### src/rtl/pc_next_pkg.sv
// ============================================================================
// Module  : pc_next_pkg
// Purpose : Shared encodings for the fetch-stage next-PC generator:
//           pc_src codes, next-PC source select enum, mtvec mode value.
// Rev     : 1.0  initial release
// ============================================================================
`default_nettype none

package pc_next_pkg;

  // pc_src encodings driven by the control unit
  localparam logic [1:0] PC_RESET = 2'b00;
  localparam logic [1:0] PC_TRAP  = 2'b01;
  localparam logic [1:0] PC_EPC   = 2'b10;
  localparam logic [1:0] PC_NEXT  = 2'b11;

  // mtvec[1:0] value selecting vectored interrupt dispatch
  localparam logic [1:0] MTVEC_VECTORED = 2'b01;

  // Selected next-PC source; the numeric value is the priority rank (1 = highest)
  typedef enum logic [3:0] {
    SEL_NONE    = 4'd0,
    SEL_RESET   = 4'd1,
    SEL_TRAP    = 4'd2,
    SEL_EPC     = 4'd3,
    SEL_HOLD    = 4'd4,
    SEL_STATUS  = 4'd5,
    SEL_RESTORE = 4'd6,
    SEL_RAS     = 4'd7,
    SEL_BTB     = 4'd8,
    SEL_SEQ     = 4'd9
  } pcn_sel_e;

endpackage

`default_nettype wire

### src/rtl/pc_next_ras_stack.sv
// ============================================================================
// Module  : ras_stack
// Purpose : Circular return-address stack. A push when full overwrites the
//           oldest entry; pop+push in one cycle replaces the top entry.
//           Flush has priority over push/pop.
// Ports   : i_clk, i_rst_n      clock, async active-low reset
//           i_flush             clear pointer and count
//           i_push, i_pop       stack operations (pop only when not empty)
//           i_push_data         return address to push
//           o_top               most recently pushed valid entry
//           o_count, o_empty    number of valid entries, count == 0
// Rev     : 1.0  initial release
// ============================================================================
`default_nettype none

module ras_stack #(
  parameter int RAS_DEPTH = 4,
  parameter int XLEN      = 32
) (
  input  logic                         i_clk,
  input  logic                         i_rst_n,
  input  logic                         i_flush,
  input  logic                         i_push,
  input  logic                         i_pop,
  input  logic [XLEN-1:0]              i_push_data,
  output logic [XLEN-1:0]              o_top,
  output logic [$clog2(RAS_DEPTH):0]   o_count,
  output logic                         o_empty
);

  localparam int PW = $clog2(RAS_DEPTH);
  localparam int CW = PW + 1;

  logic [XLEN-1:0] entry_q [RAS_DEPTH];
  logic [PW-1:0]   ptr_q, ptr_d;
  logic [CW-1:0]   count_q, count_d;
  logic [PW-1:0]   top_idx;
  logic            full;

  // ptr points at the next free slot; top is one below it (wraps naturally)
  assign top_idx = ptr_q - PW'(1);
  assign full    = (count_q == CW'(RAS_DEPTH));
  assign o_top   = entry_q[top_idx];
  assign o_count = count_q;
  assign o_empty = (count_q == '0);

  always_comb begin
    ptr_d   = ptr_q;
    count_d = count_q;
    if (i_flush) begin
      ptr_d   = '0;
      count_d = '0;
    end else if (i_pop && !i_push) begin
      ptr_d   = ptr_q - PW'(1);
      count_d = count_q - CW'(1);
    end else if (i_push && !i_pop) begin
      ptr_d   = ptr_q + PW'(1);
      // saturate: when full the write lands on the oldest slot
      count_d = full ? count_q : count_q + CW'(1);
    end
  end

  always_ff @(posedge i_clk or negedge i_rst_n) begin
    if (!i_rst_n) begin
      ptr_q   <= '0;
      count_q <= '0;
      for (int i = 0; i < RAS_DEPTH; i++) begin
        entry_q[i] <= '0;
      end
    end else begin
      ptr_q   <= ptr_d;
      count_q <= count_d;
      if (!i_flush) begin
        if (i_push && i_pop) begin
          entry_q[top_idx] <= i_push_data;
        end else if (i_push) begin
          entry_q[ptr_q] <= i_push_data;
        end
      end
    end
  end

endmodule

`default_nettype wire

### src/rtl/pc_next_ras.sv
// ============================================================================
// Module  : pc_next_ras
// Purpose : Next-PC generator for the fetch stage. Priority mux over reset
//           vector, trap target, mepc, stall-held PC, status-mismatch
//           sequential fetch, misprediction restore, RAS return prediction,
//           BTB prediction and sequential PC. Owns the stall hold register
//           and the return-address stack control.
// Config  : PCNEXT_VECTORED_TRAP_EN - when defined, interrupts taken with
//           mtvec mode 01 dispatch to base + 4*cause.
// Ports   : i_clk, i_rst_n        clock, async active-low reset
//           i_pc_src              00 reset, 01 trap, 10 epc, 11 next
//           i_stall               capture o_nxt_pc for replay next cycle
//           i_mtvec, i_trap_irq, i_trap_cause   trap target inputs
//           i_mepc                exception return PC
//           i_status_if/_ex       pipeline status tags
//           i_restore, i_restore_taken, i_br_pc_real, i_pc_real  EX restore
//           i_pred_pc, i_pred_taken, i_pred_br_pc, i_pred_call, i_pred_ret
//           o_nxt_pc              next fetch PC (combinational)
//           o_sel                 selected source (pcn_sel_e)
//           o_ras_count, o_ras_empty  RAS occupancy
// Rev     : 1.0  initial release
// ============================================================================
`default_nettype none

module pc_next_ras
  import pc_next_pkg::*;
#(
  parameter int              XLEN       = 32,
  parameter logic [XLEN-1:0] RESET_VEC  = {XLEN{1'b0}},
  parameter int              RAS_DEPTH  = 4,
  parameter int              ILEN_BYTES = 4
) (
  input  logic                         i_clk,
  input  logic                         i_rst_n,
  input  logic [1:0]                   i_pc_src,
  input  logic                         i_stall,
  input  logic [XLEN-1:0]              i_mtvec,
  input  logic                         i_trap_irq,
  input  logic [4:0]                   i_trap_cause,
  input  logic [XLEN-1:0]              i_mepc,
  input  logic                         i_status_if,
  input  logic                         i_status_ex,
  input  logic                         i_restore,
  input  logic                         i_restore_taken,
  input  logic [XLEN-1:0]              i_br_pc_real,
  input  logic [XLEN-1:0]              i_pc_real,
  input  logic [XLEN-1:0]              i_pred_pc,
  input  logic                         i_pred_taken,
  input  logic [XLEN-1:0]              i_pred_br_pc,
  input  logic                         i_pred_call,
  input  logic                         i_pred_ret,
  output logic [XLEN-1:0]              o_nxt_pc,
  output logic [3:0]                   o_sel,
  output logic [$clog2(RAS_DEPTH):0]   o_ras_count,
  output logic                         o_ras_empty
);

  localparam logic [XLEN-1:0] ILEN = XLEN'(ILEN_BYTES);

  logic            hold_q, hold_d;
  logic [XLEN-1:0] held_pc_q, held_pc_d;

  logic [XLEN-1:0] seq_pc;
  logic [XLEN-1:0] ret_pc;
  logic [XLEN-1:0] trap_base;
  logic [XLEN-1:0] trap_tgt;
  logic [XLEN-1:0] ras_top;
  logic            ras_empty;
  logic            ras_flush, ras_push, ras_pop, ras_upd;
  pcn_sel_e        sel;

  assign seq_pc    = i_pred_pc + ILEN;
  assign ret_pc    = i_pred_pc + ILEN;
  assign trap_base = {i_mtvec[XLEN-1:2], 2'b00};

`ifdef PCNEXT_VECTORED_TRAP_EN
  always_comb begin
    trap_tgt = trap_base;
    if ((i_mtvec[1:0] == MTVEC_VECTORED) && i_trap_irq) begin
      trap_tgt = trap_base + XLEN'({i_trap_cause, 2'b00});
    end
  end
`else
  assign trap_tgt = trap_base;
  logic unused_trap;
  assign unused_trap = ^{i_trap_irq, i_trap_cause, i_mtvec[1:0]};
`endif

  // Priority mux: first match wins
  always_comb begin
    sel      = SEL_SEQ;
    o_nxt_pc = seq_pc;
    if (i_pc_src == PC_RESET) begin
      sel      = SEL_RESET;
      o_nxt_pc = RESET_VEC;
    end else if (i_pc_src == PC_TRAP) begin
      sel      = SEL_TRAP;
      o_nxt_pc = trap_tgt;
    end else if (i_pc_src == PC_EPC) begin
      sel      = SEL_EPC;
      o_nxt_pc = i_mepc;
    end else if (hold_q) begin
      sel      = SEL_HOLD;
      o_nxt_pc = held_pc_q;
    end else if (i_status_if ^ i_status_ex) begin
      sel      = SEL_STATUS;
      o_nxt_pc = seq_pc;
    end else if (i_restore) begin
      sel      = SEL_RESTORE;
      o_nxt_pc = i_restore_taken ? i_br_pc_real : (i_pc_real + ILEN);
    end else if (i_pred_ret && !ras_empty) begin
      sel      = SEL_RAS;
      o_nxt_pc = ras_top;
    end else if (i_pred_taken) begin
      sel      = SEL_BTB;
      o_nxt_pc = i_pred_br_pc;
    end
  end

  assign o_sel = sel;

  // Redirects invalidate speculative call history; hold and status-mismatch
  // cycles leave the stack untouched.
  assign ras_flush = (sel == SEL_RESET) || (sel == SEL_TRAP) ||
                     (sel == SEL_EPC)   || (sel == SEL_RESTORE);
  assign ras_upd   = ((sel == SEL_RAS) || (sel == SEL_BTB) || (sel == SEL_SEQ))
                     && !i_stall;
  assign ras_pop   = ras_upd && (sel == SEL_RAS);
  assign ras_push  = ras_upd && i_pred_call;

  ras_stack #(
    .RAS_DEPTH (RAS_DEPTH),
    .XLEN      (XLEN)
  ) u_ras (
    .i_clk       (i_clk),
    .i_rst_n     (i_rst_n),
    .i_flush     (ras_flush),
    .i_push      (ras_push),
    .i_pop       (ras_pop),
    .i_push_data (ret_pc),
    .o_top       (ras_top),
    .o_count     (o_ras_count),
    .o_empty     (ras_empty)
  );

  assign o_ras_empty = ras_empty;

  // Stall replay: the PC chosen in a stalled cycle is re-issued next cycle
  always_comb begin
    hold_d    = i_stall;
    held_pc_d = i_stall ? o_nxt_pc : held_pc_q;
  end

  always_ff @(posedge i_clk or negedge i_rst_n) begin
    if (!i_rst_n) begin
      hold_q    <= 1'b0;
      held_pc_q <= RESET_VEC;
    end else begin
      hold_q    <= hold_d;
      held_pc_q <= held_pc_d;
    end
  end

endmodule

`default_nettype wire

### config.mk
export PLATFORM = sky130hd
export DESIGN_NAME = pc_next_ras
export DESIGN_NICKNAME = d
export VERILOG_FILES = /design/src/rtl/pc_next_pkg.sv /design/src/rtl/pc_next_ras_stack.sv /design/src/rtl/pc_next_ras.sv
export SDC_FILE = /design/constraint.sdc
export NUM_CORES = 1
export LEC_CHECK = 0
export ABC_CLOCK_PERIOD_IN_PS = 5500
export CAP_MARGIN = 20
export CORE_ASPECT_RATIO = 1.2
export CORE_MARGIN = 5
export CORE_UTILIZATION = 56
export CTS_CLUSTER_DIAMETER = 30
export DETAILED_ROUTE_END_ITERATION = 10
export PLACE_DENSITY = 0.95
export SETUP_SLACK_MARGIN = 0.02
export SLEW_MARGIN = 25
export SYNTH_ARGS = -nofsm -noshare
export SYNTH_HDL_FRONTEND = slang
export SYNTH_HIERARCHICAL = 1
export SYNTH_SLANG_ARGS = --single-unit
### constraint.sdc
create_clock -name i_clk -period 5.5 [get_ports i_clk]
set_input_delay 1.1 -clock i_clk [delete_from_list [all_inputs] [get_ports i_clk]]
set_output_delay 1.1 -clock i_clk [all_outputs]
set_load 0.005 [all_outputs]
Word-level counts from Yosys, hierarchy flattened
Cells that the tools add are included.
{"block": "totals", "register_bits": 166, "input_bits": 210, "out_inout_bits": 40, "elab_cells": 92}
{"block": "classes", "add_sub_neg": 6, "n_lt_le_gt_ge": 4, "eq_ne": 11, "n_mux": 35, "bitwise": 4, "reduce_logical": 24}
{"op": "$mux W32", "n": 13}
{"op": "$bwmux W128", "n": 2}
{"op": "$mux W128", "n": 2}
{"op": "$demux W32 S2", "n": 2}
{"op": "$add A32 B3 Y32 const B", "n": 2}
{"op": "$bmux W32 S2", "n": 1}
{"op": "$mux W4", "n": 7}
{"op": "$mux W3", "n": 4}
{"op": "$logic_and A1 B1 Y1", "n": 9}
{"op": "$eq A4 B2 Y1 const B", "n": 2}
{"op": "$eq A4 B3 Y1 const B", "n": 2}
{"op": "$eq A4 B4 Y1 const B", "n": 2}
{"op": "$ge A3 B3 Y1 const B", "n": 2}
{"op": "$lt A3 B1 Y1 const B", "n": 2}
{"op": "$mux W2", "n": 3}
{"op": "$not A2 Y3", "n": 2}
{"op": "$logic_or A1 B1 Y1", "n": 5}
{"op": "$eq A4 B1 Y1 const B", "n": 1}
{"op": "$logic_not A1 Y1", "n": 4}
{"op": "$reduce_and A2 Y1", "n": 2}
{"op": "$add A3 B1 Y3 const B", "n": 1}
{"op": "$eq A3 B3 Y1 const B", "n": 1}
{"op": "$logic_not A3 Y1", "n": 1}
{"op": "$ne A3 B2 Y1 const B", "n": 1}
{"op": "11 further kinds", "n": 11}

Longest topological paths before layout
{"block": "logic_depth", "depth_word": 20, "ltp_mapped": 15, "ltp_nobuf": 12}

By module
The synthesis kept the hierarchy.
{"module": "ras_stack", "instances": 1, "cells_each": 360, "area_per_inst_um2": 6600.1, "seq_area_each_um2": 3328.2}
{"module": "pc_next_ras", "instances": 1, "cells_each": 718, "area_per_inst_um2": 5051.1, "seq_area_each_um2": 825.8}

Least setup slack after synthesis
No wires, ideal clock.
{"block": "synth_path", "path_type": "reg2out", "start": "reg u_ras.ptr_q[0]", "end": "out o_nxt_pc[28]", "t_arrival_ns": 2.798, "required_time_ns": 4.400, "setup_slack_ns": 1.602, "path_stages_with_launch": 14, "path_buffers": 4, "path_cell_list": "dfrtp_1 > buf_4 > buf_2 > inv_1 > ha_1 > buf_2 > clkbuf_1 > mux4_2 > nor2_1 > a31oi_1 > o221ai_1 > o31ai_1 > a221oi_2 > nor2_1"}
{"block": "synth_between", "elab_chain_cells": 12}
{"element": "start: declaration", "line_no": "pc_next_ras_stack.sv:35", "rtl": "logic [PW-1:0] ptr_q, ptr_d;"}
{"element": "start signal: assignment", "line_no": "pc_next_ras_stack.sv:71", "rtl": "ptr_q <= ptr_d;"}
{"element": "$sub A2 B1 Y2", "line_no": "pc_next_ras_stack.sv:41", "rtl": "assign top_idx = ptr_q - PW'(1);"}
{"element": "$not A2 Y3 (not written as such)", "line_no": "pc_next_ras_stack.sv:43", "rtl": "assign o_top = entry_q[top_idx];"}
{"element": "$bmux W32 S2", "line_no": "pc_next_ras_stack.sv:43"}
{"element": "$mux W32 (not written as such) (2 in a row)", "line_no": "pc_next_ras_stack.sv:43"}
{"element": "named net ras_top[28]", "line_no": "pc_next_ras.sv:67", "rtl": "logic [XLEN-1:0] ras_top;"}
{"element": "$mux W32", "line_no": "pc_next_ras.sv:111", "rtl": "end else if (i_pred_ret && !ras_empty) begin"}
{"element": "$mux W32", "line_no": "pc_next_ras.sv:108", "rtl": "end else if (i_restore) begin"}
{"element": "$mux W32", "line_no": "pc_next_ras.sv:105", "rtl": "end else if (i_status_if ^ i_status_ex) begin"}
{"element": "$mux W32", "line_no": "pc_next_ras.sv:102", "rtl": "end else if (hold_q) begin"}
{"element": "$mux W32", "line_no": "pc_next_ras.sv:99", "rtl": "end else if (i_pc_src == PC_EPC) begin"}
{"element": "$mux W32", "line_no": "pc_next_ras.sv:96", "rtl": "end else if (i_pc_src == PC_TRAP) begin"}
{"element": "$mux W32", "line_no": "pc_next_ras.sv:93", "rtl": "if (i_pc_src == PC_RESET) begin"}
{"element": "end: declaration", "line_no": "pc_next_ras.sv:52", "rtl": "output logic [XLEN-1:0] o_nxt_pc,"}
The timed path passes the listed nets, and every way through them passes these cells. The select of a mux whose other input is x is not followed.

Final worst setup path
{"block": "layout_path", "start": "in i_pred_pc[2]", "end": "out o_nxt_pc[29]"}
{"block": "layout_between", "elab_chain_cells": 9}
{"element": "start: declaration", "line_no": "pc_next_ras.sv:47", "rtl": "input logic [XLEN-1:0] i_pred_pc,"}
{"element": "$add A32 B3 Y32 *"}
{"element": "named net ret_pc[29]", "line_no": "pc_next_ras.sv:64", "rtl": "logic [XLEN-1:0] ret_pc;"}
{"element": "$mux W32", "line_no": "pc_next_ras.sv:114", "rtl": "end else if (i_pred_taken) begin"}
{"element": "$mux W32", "line_no": "pc_next_ras.sv:111"}
{"element": "$mux W32", "line_no": "pc_next_ras.sv:108"}
{"element": "$mux W32 *", "line_no": "pc_next_ras.sv:105"}
{"element": "$mux W32 *", "line_no": "pc_next_ras.sv:102"}
{"element": "$mux W32 *", "line_no": "pc_next_ras.sv:99"}
{"element": "$mux W32 *", "line_no": "pc_next_ras.sv:96"}
{"element": "$mux W32 *", "line_no": "pc_next_ras.sv:93"}
Mark *: on every way through the listed nets, which the timed path passes. The rest lies on a longest branch.

==> summary.md <==
| Metric | Value |
|---|---|
| Clock power frac | `36.3%` |
| Endpoints failing setup | `0` |
| Layout Skew | `0.0141 ns` |
| Ys flop type | `dfrtp_1` |
| CP required | `4.40 ns` |
| Die W | `142 um` |
| Synth warn | `6` |
| Arr. time, crit path | `4.27 ns` |
| Met3 Track Usage GR | `9.87%` |
| Vias in the first global route | `11,162` |
| RR Startpoint | `u_ras/o_count[0]$_DFFE_PN0P_` |
| Fillers | `1,333` |
| Sw frac | `29.1%` |
| WS Path Type | `in2out` |
| Syn_nets | `1,295` |
| Site Rows | `57` |
| Period utilization | `97.7%` |
| TritonCTS clock tree | `built` |
| Max-cap violation count | `0` |
| Die area | `23,800 um^2` |
| Max Freq | `0.186 GHz` |
| P per Cell Area | `211 nW/um^2` |
| Largest net degree at the start of global routing | `105` |
| RSZ-0062 raised after global routing | `false` |
| First-pass GRT wire length | `65.8 mm` |
| IO Pins | `250` |
| Sequential share of power | `41.4%` |
| Worst Setup Start Kind | `input pin` |
| Total global routing overflow | `0` |
| WHS Endpoint | `held_pc_q[24]$_DFFE_PN0P_` |
| Area added between synthesis and finish | `28.7%` |
| Die Y | `168 um` |
| Internal power | `2240 uW` |
| Fin util | `73.5%` |
| Switch Pwr | `923 uW` |
| Max clock buf depth | `2` |
| Hold path startpoint | `held_pc_q[24]$_DFFE_PN0P_` |
| Flop and latch count out of synthesis | `166` |
| Routability Congestion | `0.993` |
| Worst R2R End | `u_ras/o_count[2]$_DFFE_PN0P_` |
| Avg Inst Size Synth | `10.8 um^2` |
| I/O Buffers | `241` |
| Post-synth EDFFs | `0` |
| Cts repair resizes | `0` |
| CP Capture Type | `output port` |
| Multi-input gate area | `6890 um^2` |
| Status | `completed` |
| Asr flop ratio synth | `100%` |
| Global route hottest layer | `met2` |
| Post-CTS Hold Buffers | `0` |
| Tightest Hold Check Type | `reg2reg` |
| Wire per inst | `27.8 um` |
| Clk sinks | `166` |
| Total GRT Usage | `36.3%` |
| Synth Cell Area | `11,700 um^2` |
| Minimum clock period | `5.37 ns` |
| Global routing usage on met1 | `42.9%` |
| H-tree depth | `4` |
| Register area | `4160 um^2` |
| Hold Path Cell Cnt | `1` |
| Worst Max-Slew Pin Slew | `0.846 ns` |
| Post-layout nets | `1,542` |
| Worst-path clk slew | `0.07 ns` |
| Worst IR Drop VDD | `0.186 mV` |
| Worst-Skew Late Latency | `0.44 ns` |
| Clock Tree Root | `clkbuf_16` |
| Initial DRT Pass Iterations | `8` |
| DRC Markers | `0` |
| Fin Setup TNS | `0 ns` |
| Layout cell share with drive strength beyond 1 | `23.0%` |
| Slew headroom | `43.6%` |
| Post-CTS Setup Inserts | `0` |
| Final hold violations | `0` |
| Register area share after synthesis | `35.7%` |
| Crit-path max FO | `6` |
| Vias after detailed routing | `11,060` |
| Grt met2 use | `56.0%` |
| Yosys cell types | `79` |
| R2R setup slack | `1.19 ns` |
| Cell count after synthesis | `1,078` |
| CORE AREA | `20,400 um^2` |
| Slew Viols, Final | `0` |
| Worst Reg-to-Reg Cells | `13` |
| Final ANT Viol Nets | `0` |
| Drt total wl | `44.6 mm` |
| DR iter-0 viols | `1,517` |
| Total CTS buffers | `17` |
| LEAKAGE | `0.00636 uW` |
| Initial antenna violation count | `8` |
| Vias per cell | `6.88` |
| Comb power frac | `22.3%` |
| Initial core utilization | `57.1%` |
| HPWL after DPL | `32.1 mm` |
==> final cells by class <==
cell class | count | share of cell area (%)
multi-input cells | 803 | 46.0
inverters | 29 | 0.726
clock inverters | 12 | 0.801
well taps | 265 | 2.21
repair buffers | 308 | 19.6
diodes | 6 | 0.100
flip-flops and latches | 166 | 27.7
clock buffers | 18 | 2.86
==> worst max path at each step <==
| stage | slack [ns] | startpoint | cells after the start | end |
|---|---|---|---|---|
| 2_1_floorplan | 1.60 | u_ras/ptr_q[0]$_DFFE_PN0P_ | 13 | o_nxt_pc[28] |
| 3_3_place_gp | 0.22 | i_pred_pc[7] | 10 | o_nxt_pc[29] |
| 3_5_place_dp | 0.04 | i_pred_pc[2] | 11 | o_nxt_pc[29] |
| 4_1_cts | 0.02 | i_pred_pc[7] | 10 | o_nxt_pc[29] |
| 5_1_grt | 0.03 | i_pred_pc[7] | 10 | o_nxt_pc[25] |
| 6_report | 0.13 | i_pred_pc[2] | 11 | o_nxt_pc[29] |
==> logic make-up (layout without fill, tap and decap cells) <==
logic type	Yosys count	after routing	share of synthesized area, %
other	0	6	0
xor gates and xnor gates	55	55	4.13
DFF	166	166	35.7
AOI/OAI and AO/OA	242	242	14.4
muxes	187	187	25.1
adders and majority gates	7	7	0.816
and+or+nand+nor	312	312	14.5
buffers and inverters	109	367	5.36
==> through the flow <==
step / worst slack (ns) / std cells / hold WS (ns) / power [uW] / cell area, um^2
global placement: 0.217 / 1571 / 0.469 / 1980 / 14400
detailed placement: 0.0378 / 1571 / 0.483 / 2000 / 14400
finish: 0.126 / 1607 / 0.504 / 3170 / 15000
CTS: 0.0218 / 1601 / 0.503 / 3150 / 15000
floorplan: 1.60 / 1078 / 0.458 / 1610 / 11700
global route: 0.0316 / 1607 / 0.524 / 3260 / 15000
==> critical path, stage by stage <==
cell and delay [ns]:
clkdlybuf4s50_1 0.60, buf_4 0.19, nand2_1 0.11, nor4_2 0.26
buf_4 0.22, and2_1 0.21, nand3_1 0.16, xnor2_2 0.43
o221ai_1 0.26, nand2_1 0.18, clkdlybuf4s50_1 0.53
==> synth_stat cells, types with 8 or more instances <==
cell	count	area (um^2)
and4_1	9	78.8
o31ai_1	10	75.1
inv_1	29	109
mux4_2	32	721
o221ai_1	13	114
nor3b_1	13	97.6
xnor2_1	35	307
a31oi_1	19	119
nor3_1	29	145
a211oi_1	9	67.6
a22oi_1	9	67.6
a21o_1	8	60.1
nand3b_1	12	90.1
clkbuf_1	51	191
nand2b_1	23	144
dfrtp_1	166	4150
and2_1	8	50.1
nor4_1	9	56.3
buf_12	9	180
nand4_1	14	87.6
nand3_1	29	145
nand2_1	69	259
o21ai_0	55	275
xor2_1	20	175
nor2b_1	11	68.8
a21oi_1	38	190
mux2_4	120	1800
and3_1	12	75.1
nor2_1	55	206
mux2_2	27	304
o211ai_1	10	75.1
==> layout by cell type, fill, tap and decap left out, types with 9 or more instances in the layout <==
cell / Yosys / final
buf_4: 3 / 64
o211ai_1: 10 / 10
nor3b_1: 13 / 13
xor2_1: 20 / 20
nor3_1: 29 / 29
o31ai_1: 10 / 10
mux4_2: 32 / 32
nand4_1: 14 / 14
a22oi_1: 9 / 9
clkdlybuf4s50_1: 0 / 237
nand3_1: 29 / 29
o221ai_1: 13 / 13
a21oi_1: 38 / 38
mux2_4: 120 / 120
nand2b_1: 23 / 22
clkbuf_16: 0 / 17
o21ai_0: 55 / 55
nand3b_1: 12 / 12
nand2_1: 69 / 69
a211oi_1: 9 / 9
nor2_1: 55 / 55
inv_1: 29 / 29
and4_1: 9 / 9
and3_1: 12 / 12
dfrtp_1: 166 / 165
mux2_2: 27 / 27
nor2b_1: 11 / 10
xnor2_1: 35 / 34
a31oi_1: 19 / 19
==> sequential cells by signal (all words and copies together) (netlist names) <==
register	count
u_ras/entry_q	128
held_pc_q	32
u_ras/o_count	3
u_ras/ptr_q	2
hold_q	1
==> layer usage <==
layer	vias up	wire (um)	share of wire [%]
li1	4527	-	-
met1	5282	14900	33
met2	971	19900	45
met3	278	5580	13
met4	2	4180	9.4
met5	-	14	0.031
==> power groups by stage <==
stage	clock (uW)	combinational (uW)	sequential (uW)
6_report	1150	705	1310
5_1_grt	1200	736	1320
4_1_cts	1160	685	1310
3_5_place_dp	0	674	1330
3_3_place_gp	0	659	1320
2_1_floorplan	0	293	1320
(Power assumes the default switching activity.)
==> variant, RTL diff (same flow settings) <==
`XLEN` is set to 32 in 2 places; all go to 16.
--- a/src/rtl/pc_next_ras_stack.sv
+++ b/src/rtl/pc_next_ras_stack.sv
@@ -16,5 +16,5 @@
 module ras_stack #(
   parameter int RAS_DEPTH = 4,
-  parameter int XLEN      = 32
+  parameter int XLEN      = 16
 ) (
   input  logic                         i_clk,
--- a/src/rtl/pc_next_ras.sv
+++ b/src/rtl/pc_next_ras.sv
@@ -26,5 +26,5 @@
   import pc_next_pkg::*;
 #(
-  parameter int              XLEN       = 32,
+  parameter int              XLEN       = 16,
   parameter logic [XLEN-1:0] RESET_VEC  = {XLEN{1'b0}},
   parameter int              RAS_DEPTH  = 4,
Ports: changed (7 resized); port bits go from 250 to 138. No check against the original RTL was run, so the function may have changed too.
==> variant against the original RTL <==
  * Utilization grew 0.079 points
  * Area after synthesis fell by 48%
  * Combinational power shrank 50%
  * Global-route usage fell by 3.9 points
  * Setup slack gained 0.33 ns
  * Total power is 47% lower
  * Final area decreased by 48%
  * Wire length fell by 53%
  * Register-to-register slack improved by 1.0 ns
  * Sequential cell count is 80 lower
  * Fmax increased by 6.5%
  * Critical endpoint is now o_nxt_pc[11]
==> variant: results <==
export IMPL_first_global_vias=5734
export IMPL_run_status="complete, no violations"
export IMPL_slowest_delay_ns=0.57
export IMPL_power_net_switching_uw=475
export IMPL_timing_clock_skew_ns=0.00833
export IMPL_p_leak_nw=3.23
export IMPL_synth_compound_area_frac=0.153
export IMPL_placedCellCount=810
export IMPL_insertedDiodeCount=0
export IMPL_route_detailed_vias_per_inst=6.91
export IMPL_crit_slowest_cell="nor2b_1"
export IMPL_grt_first_pass_wirelength_um=32700
export IMPL_cts_max_level=3
export IMPL_drt_iter0_drc=588
export IMPL_critical_path_max_fanout=7
export IMPL_routed_wl_um=21000
export IMPL_cts_made_buffers=9
export IMPL_synth_yosys_seq_area_share=0.354
export IMPL_layout_drive_gt1_share=0.221
export IMPL_hpwlAfterDp_um=15400
export IMPL_gp_congestion=0.975
export IMPL_synth_distinct_cells=80
export IMPL_place_port_buffers=129
export IMPL_synth_adder_area_share=0.0156
export IMPL_post_synth_mux_area_share=0.240
export IMPL_relSlewSlack=0.427
export IMPL_timing_reg2reg_worst_path_depth=8
export IMPL_grt_antenna_before_repair=0
-- variant: critical path, delay by kind of cell --
kind                   cells  cell delay [ns]
AND/OR/NAND/NOR            2             0.71
AO/OA/AOI/OAI              4             0.85
buffers and inverters      3             1.28
-- variant: area by class of cell --
cell class / instances / area (um2)
Clock inverter: 7 / 88.8
Sequential cell: 86 / 2150
Tap cell: 129 / 161
Fill cell: 689 / 2790
Timing Repair Buffer: 151 / 1460
Multi-Input combinational cell: 424 / 3620
Clock buffer: 9 / 225
Inverter: 20 / 75.1
-- variant: stage by stage --
stage / total power [mW] / cell area (um2) / setup WS, ns
after floorplan: 0.828 / 6080 / 1.53
after global placement: 1.01 / 7460 / 0.609
after detailed placement: 1.02 / 7460 / 0.545
after CTS: 1.66 / 7770 / 0.543
after global routing: 1.72 / 7780 / 0.295
final: 1.66 / 7780 / 0.452
-- variant: cell families after synthesis --
| logic type | count (synthesis) |
|---|---|
| and+or+nand+nor | 168 |
| AOI/OAI and AO/OA | 125 |
| muxes | 101 |
| DFF | 86 |
| buffers and inverters | 59 |
| xor gates and xnor gates | 23 |
| adders and majority gates | 7 |
-- variant: power groups by stage --
stage          clock, mW  combinational (mW)  sequential [mW]
3_5_place_dp           0               0.339            0.683
6_report           0.643               0.350            0.672
5_1_grt            0.678               0.370            0.674
3_3_place_gp           0               0.331            0.680
2_1_floorplan          0               0.152            0.676
4_1_cts            0.646               0.343            0.671
-- variant: metal layers --
| layer | share of wire | track usage |
|---|---|---|
| met3 | 0.10 | 0.0907 |
| met4 | 0.056 | 0.177 |
| met1 | 0.36 | 0.388 |
| met5 | 0 | 0 |
| met2 | 0.48 | 0.530 |
-- variant: final timing paths --
check | startpoint | end | slack (ns)
min in group asynchronous | i_rst_n | u_ras/o_count[1]$_DFFE_PN0P_ | 0.81
hold reg to reg | held_pc_q[13]$_DFFE_PN0P_ | held_pc_q[13]$_DFFE_PN0P_ | 0.49
setup reg to reg | u_ras/o_count[0]$_DFFE_PN0P_ | u_ras/entry_q[50]$_DFFE_PN0P_ | 2.20
hold / removal | held_pc_q[13]$_DFFE_PN0P_ | held_pc_q[13]$_DFFE_PN0P_ | 0.49
setup / recovery | i_pred_ret | o_nxt_pc[11] | 0.45
max in group asynchronous | i_rst_n | u_ras/entry_q[9]$_DFFE_PN0P_ | 4.17
